**config.mk**
```make
export PLATFORM = sky130hd
export DESIGN_NAME = mesh_stream_injector
export DESIGN_NICKNAME = d
export VERILOG_FILES = /design/src/rtl/mesh_stream_injector.sv
export SDC_FILE = /design/constraint.sdc
export NUM_CORES = 1
export LEC_CHECK = 0
export CAP_MARGIN = 5
export CORE_ASPECT_RATIO = 1.75
export CORE_MARGIN = 2
export CORE_UTILIZATION = 43
export CTS_CLUSTER_DIAMETER = 80
export DETAILED_ROUTE_END_ITERATION = 7
export GPL_TIMING_DRIVEN = 0
export MAX_ROUTING_LAYER = met4
export PLACE_DENSITY_LB_ADDON = 0.15
export SLEW_MARGIN = 20
export SYNTH_ARGS = -nofsm -noshare
export SYNTH_HDL_FRONTEND = slang
export SYNTH_SLANG_ARGS = --single-unit
```
**constraint.sdc**
```tcl
create_clock -name clk_i -period 4.1 [get_ports clk_i]
set_clock_uncertainty 0.15 [all_clocks]
set_input_delay 0.82 -clock clk_i [delete_from_list [all_inputs] [get_ports clk_i]]
set_output_delay 0.82 -clock clk_i [all_outputs]
set_load 0.005 [all_outputs]
```
**src/rtl/mesh_stream_injector.sv**
```systemverilog
// Streams a block of local SRAM words into the mesh as remote stores to one tile,
// absorbing the 1-cycle SRAM latency, link backpressure and credit flow control.
module mesh_stream_injector #(
  parameter int x_cord_width_p    = 2,
  parameter int y_cord_width_p    = 2,
  parameter int data_width_p      = 32,
  parameter int addr_width_p      = 10,
  parameter int max_out_credits_p = 4
) (
  input  logic                      clk_i,
  input  logic                      reset_i,
  input  logic                      start_i,
  input  logic [addr_width_p-1:0]   src_addr_i,
  input  logic [addr_width_p-1:0]   dst_addr_i,
  input  logic [addr_width_p:0]     len_i,
  input  logic [x_cord_width_p-1:0] my_x_i,
  input  logic [y_cord_width_p-1:0] my_y_i,
  input  logic [x_cord_width_p-1:0] dest_x_i,
  input  logic [y_cord_width_p-1:0] dest_y_i,
  output logic                      mem_v_o,
  output logic [addr_width_p-1:0]   mem_addr_o,
  input  logic [data_width_p-1:0]   mem_data_i,
  output logic                      pkt_v_o,
  input  logic                      pkt_ready_i,
  output logic [addr_width_p-1:0]   pkt_addr_o,
  output logic [data_width_p-1:0]   pkt_data_o,
  output logic [x_cord_width_p-1:0] pkt_x_o,
  output logic [y_cord_width_p-1:0] pkt_y_o,
  output logic [x_cord_width_p-1:0] pkt_src_x_o,
  output logic [y_cord_width_p-1:0] pkt_src_y_o,
  input  logic                      resp_v_i,
  output logic                      busy_o,
  output logic                      finish_o,
  output logic                      err_o
);
  localparam int AW = addr_width_p;
  localparam int LW = addr_width_p + 1;
  localparam int CW = $clog2(max_out_credits_p + 1);
  localparam logic [CW-1:0] MAXC = CW'(max_out_credits_p);
  localparam logic [CW-1:0] ONEC = CW'(1);

  typedef enum logic [1:0] {IDLE = 2'd0, FETCH = 2'd1, DRAIN = 2'd2, DONE = 2'd3} state_e;

  state_e                    state_q;
  logic [AW-1:0]             src_q, dst_q, tag_q;
  logic [LW-1:0]             len_q, rd_idx_q, sent_q;
  logic [x_cord_width_p-1:0] dx_q, myx_q;
  logic [y_cord_width_p-1:0] dy_q, myy_q;
  logic                      rd_inflight_q;
  logic [1:0][data_width_p-1:0] fdata_q;
  logic [1:0][AW-1:0]        faddr_q;
  logic                      rptr_q, wptr_q;
  logic [1:0]                cnt_q, cnt_d;
  logic [CW-1:0]             credits_q, credits_d;
  logic                      err_q, err_set;

  logic                      fifo_ne, pkt_v, send, mem_rd, push, pop, last_send;
  logic [data_width_p-1:0]   head_data;
  logic [AW-1:0]             head_addr;

  // A word returning from SRAM is visible at the head the same cycle it lands,
  // so an empty FIFO costs no extra cycle of latency.
  assign fifo_ne   = (cnt_q != 2'd0);
  assign pkt_v     = (state_q == FETCH) && (fifo_ne || rd_inflight_q) && (credits_q != '0);
  assign send      = pkt_v && pkt_ready_i;
  assign head_data = fifo_ne ? fdata_q[rptr_q] : mem_data_i;
  assign head_addr = fifo_ne ? faddr_q[rptr_q] : tag_q;
  assign mem_rd    = (state_q == FETCH) && (rd_idx_q < len_q)
                   && ((cnt_q + {1'b0, rd_inflight_q}) < 2'd2);
  assign push      = rd_inflight_q && !(send && !fifo_ne);
  assign pop       = send && fifo_ne;
  assign last_send = send && ((sent_q + LW'(1)) == len_q);
  assign cnt_d     = cnt_q + {1'b0, push} - {1'b0, pop};

  always_comb begin
    credits_d = credits_q;
    err_set   = 1'b0;
    if (resp_v_i && !send) begin
      if (credits_q == MAXC) err_set = 1'b1;
      else                   credits_d = credits_q + ONEC;
    end else if (send && !resp_v_i) begin
      credits_d = credits_q - ONEC;
    end
  end

  always_ff @(posedge clk_i) begin
    if (push) begin
      fdata_q[wptr_q] <= mem_data_i;
      faddr_q[wptr_q] <= tag_q;
    end
  end

  always_ff @(posedge clk_i or negedge reset_i) begin
    if (!reset_i) begin
      state_q       <= IDLE;
      src_q         <= '0;
      dst_q         <= '0;
      tag_q         <= '0;
      len_q         <= '0;
      rd_idx_q      <= '0;
      sent_q        <= '0;
      dx_q          <= '0;
      dy_q          <= '0;
      myx_q         <= '0;
      myy_q         <= '0;
      rd_inflight_q <= 1'b0;
      rptr_q        <= 1'b0;
      wptr_q        <= 1'b0;
      cnt_q         <= '0;
      credits_q     <= MAXC;
      err_q         <= 1'b0;
    end else begin
      myx_q         <= my_x_i;
      myy_q         <= my_y_i;
      credits_q     <= credits_d;
      if (err_set) err_q <= 1'b1;
      rd_inflight_q <= mem_rd;
      if (mem_rd) begin
        tag_q    <= dst_q + rd_idx_q[AW-1:0];
        rd_idx_q <= rd_idx_q + LW'(1);
      end
      cnt_q <= cnt_d;
      if (push) wptr_q <= ~wptr_q;
      if (pop)  rptr_q <= ~rptr_q;
      if (send) sent_q <= sent_q + LW'(1);
      case (state_q)
        IDLE, DONE: if (start_i) begin
          src_q    <= src_addr_i;
          dst_q    <= dst_addr_i;
          len_q    <= len_i;
          dx_q     <= dest_x_i;
          dy_q     <= dest_y_i;
          rd_idx_q <= '0;
          sent_q   <= '0;
          state_q  <= (len_i == '0) ? DONE : FETCH;
        end
        FETCH:   if (last_send) state_q <= DRAIN;
        DRAIN:   if (credits_d == MAXC) state_q <= DONE;
        default: state_q <= IDLE;
      endcase
    end
  end

  assign mem_v_o     = mem_rd;
  assign mem_addr_o  = mem_rd ? (src_q + rd_idx_q[AW-1:0]) : '0;
  assign pkt_v_o     = pkt_v;
  assign pkt_addr_o  = pkt_v ? head_addr : '0;
  assign pkt_data_o  = pkt_v ? head_data : '0;
  assign pkt_x_o     = dx_q;
  assign pkt_y_o     = dy_q;
  assign pkt_src_x_o = myx_q;
  assign pkt_src_y_o = myy_q;
  assign busy_o      = (state_q == FETCH) || (state_q == DRAIN);
  assign finish_o    = (state_q == DONE);
  assign err_o       = err_q;
endmodule

```
== Word level (Yosys, flattened, before mapping) ==
Cells that the tools add are included.
Cells by class
  $add $sub $neg: 9
  $lt $le $gt $ge: 5
  eq/ne operators: 9
  muxes and demuxes: 31
  bitwise gates (word level): 2
  reductions and logical operators: 25
Operators with widths (number)
  $mux W32: 5
  $mux W11: 6
  $bwmux W64: 1
  $mux W10: 6
  $demux W32 S1: 1
  $add A11 B1 Y11 const B: 2
  $add A10 B10 Y10: 2
  $bwmux W20: 1
  $logic_and A1 B1 Y1: 12
  $eq A11 B11 Y1: 1
  $logic_not A11 Y1: 1
  $lt A11 B11 Y1: 1
  $demux W10 S1: 1
  $mux W3: 3
  $mux W2: 4
  $eq A3 B3 Y1 const B: 2
  $ne A2 B2 Y1 const B: 3
  $pmux W2 S3: 1
  $add A2 B1 Y2: 2
  $eq A2 B2 Y1 const B: 2
  $logic_not A1 Y1: 4
  $lt A1 B2 Y1 const B: 2
  $add A3 B1 Y3 const B: 1
  $reduce_and A3 Y1: 1
  other kinds (13): 16
Storage, ports and cells
  bits in registers: 166

== Longest topological paths before layout ==
  depth in word-level cells: 11
  mapped depth: 11
  gate-level depth less buffers: 10

== Least setup slack after synthesis ==
OpenSTA, ideal clock, no wires.
  path type: input port to flip-flop
  start point: in pkt_ready_i
  end point: reg faddr_q[0] in the netlist's numbering, enable pin
  setup time: 0.442 ns
  data arrival time: 3.125 ns
  data required time: 3.508 ns
  path slack: 0.384 ns
  cell stages on the path: 4
  path through: and2_1 > nand3_2 > o21ai_0 > nor2_1
On the way
  word-level cells in the longest chain between the ends: 4
RTL lines
  start, declared: line 24  | input logic pkt_ready_i,
  $logic_and A1 B1 Y1: line 65  | assign send = pkt_v && pkt_ready_i;
  $logic_and A1 B1 Y1: line 70  | assign push = rd_inflight_q && !(send && !fifo_ne);
  $logic_not A1 Y1: line 70
  $logic_and A1 B1 Y1: line 70
  end signal, assigned by index: line 89  | faddr_q[wptr_q] <= tag_q;
  end, declared: line 51  | logic [1:0][AW-1:0] faddr_q;
Every way passes these cells.
A chain may end at the register's enable or synchronous reset.

== Worst setup path in the final report ==
  start point: reg rd_idx_q[4]
  end point: out mem_addr_o[8]
On the way
  word-level cells in the longest chain between the ends: 4
  elaborated cells on any way between the ends: 5
RTL lines
  start, declared: line 46  | logic [LW-1:0] len_q, rd_idx_q, sent_q;
  start signal, assigned: line 120  | rd_idx_q <= rd_idx_q + LW'(1);
  $lt A11 B11 Y1: line 68  | assign mem_rd = (state_q == FETCH) && (rd_idx_q < len_q)
  $logic_and A1 B1 Y1: line 68
  $logic_and A1 B1 Y1: line 69  | && ((cnt_q + {1'b0, rd_inflight_q}) < 2'd2);
  $mux W10 (*): line 145  | assign mem_addr_o = mem_rd ? (src_q + rd_idx_q[AW-1:0]) : '0;
  end, declared: line 21  | output logic [addr_width_p-1:0] mem_addr_o,
Mark *: on every way between the ends. The rest lies on a longest branch, timed or not.

==> metrics.md <==
| Metric | Value |
|---|---|
| Status | finished clean |
| Startpoint types | flip-flop |
| Netlist cell types | 63 |
| Post-layout min period | approximately 4000 ps |
| WHS | about 260 ps |
| Synthesized flop and latch total | approximately 170 |
| Die height | between 150 and 200 um |
| Max-cap violation count | 0 |
| Main synth FF type | edfxtp_1 |
| Relative slew slack | 0.4108 |
| Worst r2r path cells | 10 |
| Sw Share | 0.3554 |
| PD cells | between 600 and 700 mW/mm2 |
| Setup crit end kind | output port |
| Final Hold Fails | 0 |
| Power share of the combinational group | 0.418 |
| TritonCTS Sinks | between 150 and 200 |
| Area leader, netlist | edfxtp_1 |
| Number of synthesized flops with an enable pin | between 80 and 90 |
| DR vias | between 6000 and 7000 |
| DP HPWL | ~15 mm |
| Clk pwr share | 0.233 |
| Reg2reg end | cnt_q[1]$_DFF_PN0_ |
| Total CTS buffers | 17 |
| Setup TNS | 0 ps |
| # port buffers | 140 |
| Synthesized net count | 887 |
| First-pass GRT wire length | ~32 mm |
| Ys Warns | 0 |
| Synth area leaders | edfxtp_1, dfrtp_1, ha_1 |
| Die Wd | ~110 um |
| FF/Latch Area | around 0.0046 mm2 |
| Layout cells sized above 1 | 0.07845 |
| Worst-Skew Late Latency | 430 ps |
| Antenna violations before repair | 0 |
| Total Routed Length | between 15 and 20 mm |
| WS Path Type | reg2out |
| Filler cell count | about 1700 |
| P_sw | approximately 2.6 mW |
| Drt pass-1 iters | 4 |
| Crit Path Max Fanout | 10 |
| R2r setup slk | between 900 and 1000 ps |
| Worst slew pin tran | a little under 900 ps |
| Multi-input gate area in the final layout | ~0.0036 mm2 |
| Initial core utilization | 0.4370 |
| P_leak | between 4 and 5 nW |
| Power Total | between 7 and 8 mW |
| IO Pins | 141 |
| DIE AREA | between 0.02 and 0.025 mm2 |
| Core Region | 0.01911 mm2 |
| Cells after Synth | between 700 and 800 |
| GRT overflow | 0 |
| Worst EP required | around 3100 ps |
| Area Growth Syn to Fin | 31.10% |
| Pins Over Slew Limit | 0 |
| Rows | 67 |
| Min-Delay Path Class | in2async |
| DR vias/cell | 5.219 |
| # diodes | 0 |
| Nets@finish | between 1000 and 1500 |
| Sequential share of power | 0.349 |
| Top-area cell type share of the netlist area | 0.3020 |
| Clk pin slew, worst setup/hold paths | around 70 ps |
| Final ANT Viol Nets | 0 |
| Initial DRC count | 264 |
| CTS tree | built |
| Global Route Usage Sum | 0.2048 |
| # DRC | 0 |
| Final setup fails | 0 |
| Fmax | 249.5 MHz |
| Inst Count DP | approximately 1200 |
| Avg Cell Area, Syn | approximately 11 um2 |
| Pre-CTS setup slack | approximately 110 ps |
| Root Driver | clkbuf_16 |
| Fin worst setup slack | ~91 ps |
| Hold Buf Count CTS | 0 |
| Non-filler cells, final | between 1000 and 1500 |
| Worst VDD drop | ~0.00034 V |
| Largest net degree at the start of global routing | between 40 and 50 |
| Wire per inst | approximately 16 um |
| Final Wtd Congestion | roughly 0.87 |
| Maximum clock path buffer count | 2 |
| Post-Synthesis Cell Area | 0.008353 mm2 |
| FFs w/ async S/R, synth | 0.4940 |
| Worst path arrival time | 3040 ps |
| Fin crit share | 0.9777 |
| RSZ-0062 raised after global routing | yes |
| Sequential fraction of the synthesis area | 0.5478 |
| Vias in the first global route | roughly 6400 |
| Int Pwr | 4.682 mW |
| Htree depth | 4 |
| Worst R2R Start | state_q[1]$_DFFE_PN0P_ |
-- per-stage QoR --
step | instance area (um2) | utilization
finish | 10950 | 0.5729
global route | 10950 | 0.5729
CTS | 10880 | 0.5691
detailed placement | 10200 | 0.5336
global placement | 10060 | 0.5261
floorplan | 8353 | -
-- metal layers --
| metal | track usage | vias up | routed length [um] | part of all wire |
|---|---|---|---|---|
| met3 | 0.03736 | 28 | 799 | 0.041 |
| met5 | - | - | 0 | 0 |
| met1 | 0.2201 | 2982 | 7559 | 0.39 |
| met4 | 0.07108 | 0 | 391 | 0.020 |
| li1 | - | 3082 | - | - |
| met2 | 0.3689 | 155 | 10860 | 0.55 |
-- repair_timing --
| action | 4_1_cts | 5_1_grt |
|---|---|---|
| pin swaps | 1 | 4 |
| endpoints found under the setup margin | 9 | 15 |
| gates resized for setup | 15 | 15 |
| buffers inserted | 3 | 6 |
| endpoints found under the hold margin | 0 | 0 |
-- synth_stat cells, types with 2 or more instances --
cell type  instances
nand3b_1           2
inv_1             30
xnor2_1           24
nand4_1            8
or2_2              2
nand2b_1           4
a21boi_0           4
clkbuf_1          30
dfrtp_1           81
nand3_1            8
mux2i_1           43
a211oi_1          45
buf_2              3
edfxtp_1          84
and4_1             2
fa_1               2
or4_1              2
nor2_1            76
and3_1             8
nand2_1          120
nor3_1             7
a21o_1             8
and2_1             7
a41o_1             2
buf_1              4
xor2_1            21
nor4b_1            2
nor4_1             2
a2111o_1           2
and3b_1            2
nor3b_1            2
o21a_1             2
or3_1              4
nor2b_1            4
nand4b_1           2
ha_1              39
a21oi_1           19
a31oi_1            2
o31ai_1            3
o2111ai_1          2
o21ai_0           34
-- placed cells by master (no fill, tap or decap), types with 3 or more instances in the layout --
cell and count:
a211oi_1 44, and2_1 7, o21ai_1 4, or3_1 4, dfrtp_2 5, clkdlybuf4s50_1 136
a21boi_0 3, buf_1 3, nand3_1 8, buf_4 13, nand2_1 120, buf_16 4
clkbuf_1 27, nand2b_1 4, inv_1 30, o31ai_1 3, xnor2_1 24, buf_2 3
nor2_1 74, dfrtp_1 76, clkinv_4 3, clkbuf_16 17, bufinv_16 4, xor2_1 21
edfxtp_1 84, a21oi_1 18, nor2b_1 3, o21ai_0 31, inv_6 3, ha_1 39
mux2i_1 43, and3_1 8, nand4_1 8, a21o_1 8, nor3_1 5
-- worst max-delay path, stage by stage, from the launching register on --
cell and delay, ps:
dfrtp_2 490, ha_1 320, a21o_1 160, a211oi_1 210
o21ai_1 130, a21o_1 210, buf_4 180, buf_4 190
nor3b_1 190, clkdlybuf4s50_1 540
-- power groups by stage --
stage / sequential, mW / combinational [mW] / clock (mW)
floorplan: 2.51 / 1.78 / 0
global placement: 2.58 / 2.86 / 0
detailed placement: 2.58 / 2.99 / 0
CTS: 2.55 / 3.04 / 1.72
global route: 2.58 / 3.40 / 1.79
finish: 2.53 / 3.04 / 1.69
-- cells by family after synthesis --
group | Yosys count | share of synthesized area
adder cells (fa/ha/maj) | 42 | 0.06441
buffers and inverters | 69 | 0.03160
flip-flops | 166 | 0.5478
multiplexers | 43 | 0.05153
XOR/XNOR | 45 | 0.04718
AND/OR/NAND/NOR | 267 | 0.1442
AO/OA/AOI/OAI | 138 | 0.1132
-- registers in the layout (all words and copies together), names as in the netlist, 3 cells and up --
register and flops:
fdata_q 64, faddr_q 20, len_q 11, rd_idx_q 11
sent_q 11, dst_q 10, src_q 10, tag_q 10
credits_q 3
-- how the worst max path moves through the flow --
stage,to,start,depth (start not counted)
after floorplan,faddr_q[0]$_DFFE_PP_,pkt_ready_i,4
after global placement,fdata_q[37]$_DFFE_PP_,pkt_ready_i,5
after detailed placement,mem_addr_o[4],rd_idx_q[4]$_DFF_PN0_,9
after CTS,mem_addr_o[2],rd_idx_q[8]$_DFF_PN0_,10
after global routing,mem_addr_o[8],len_q[8]$_DFFE_PN0P_,11
final,mem_addr_o[8],rd_idx_q[4]$_DFF_PN0_,9
-- layout make-up --
| type | count | share of cell area |
|---|---|---|
| plain buffers | 38 | 0.01463 |
| clock inverters | 15 | 0.01840 |
| inverters | 31 | 0.01097 |
| well taps | 241 | 0.02754 |
| flip-flops and latches | 166 | 0.4184 |
| clock buffers | 17 | 0.03885 |
| multi-input cells | 535 | 0.3251 |
| repair buffers | 154 | 0.1461 |
(Power assumes the default switching activity.)
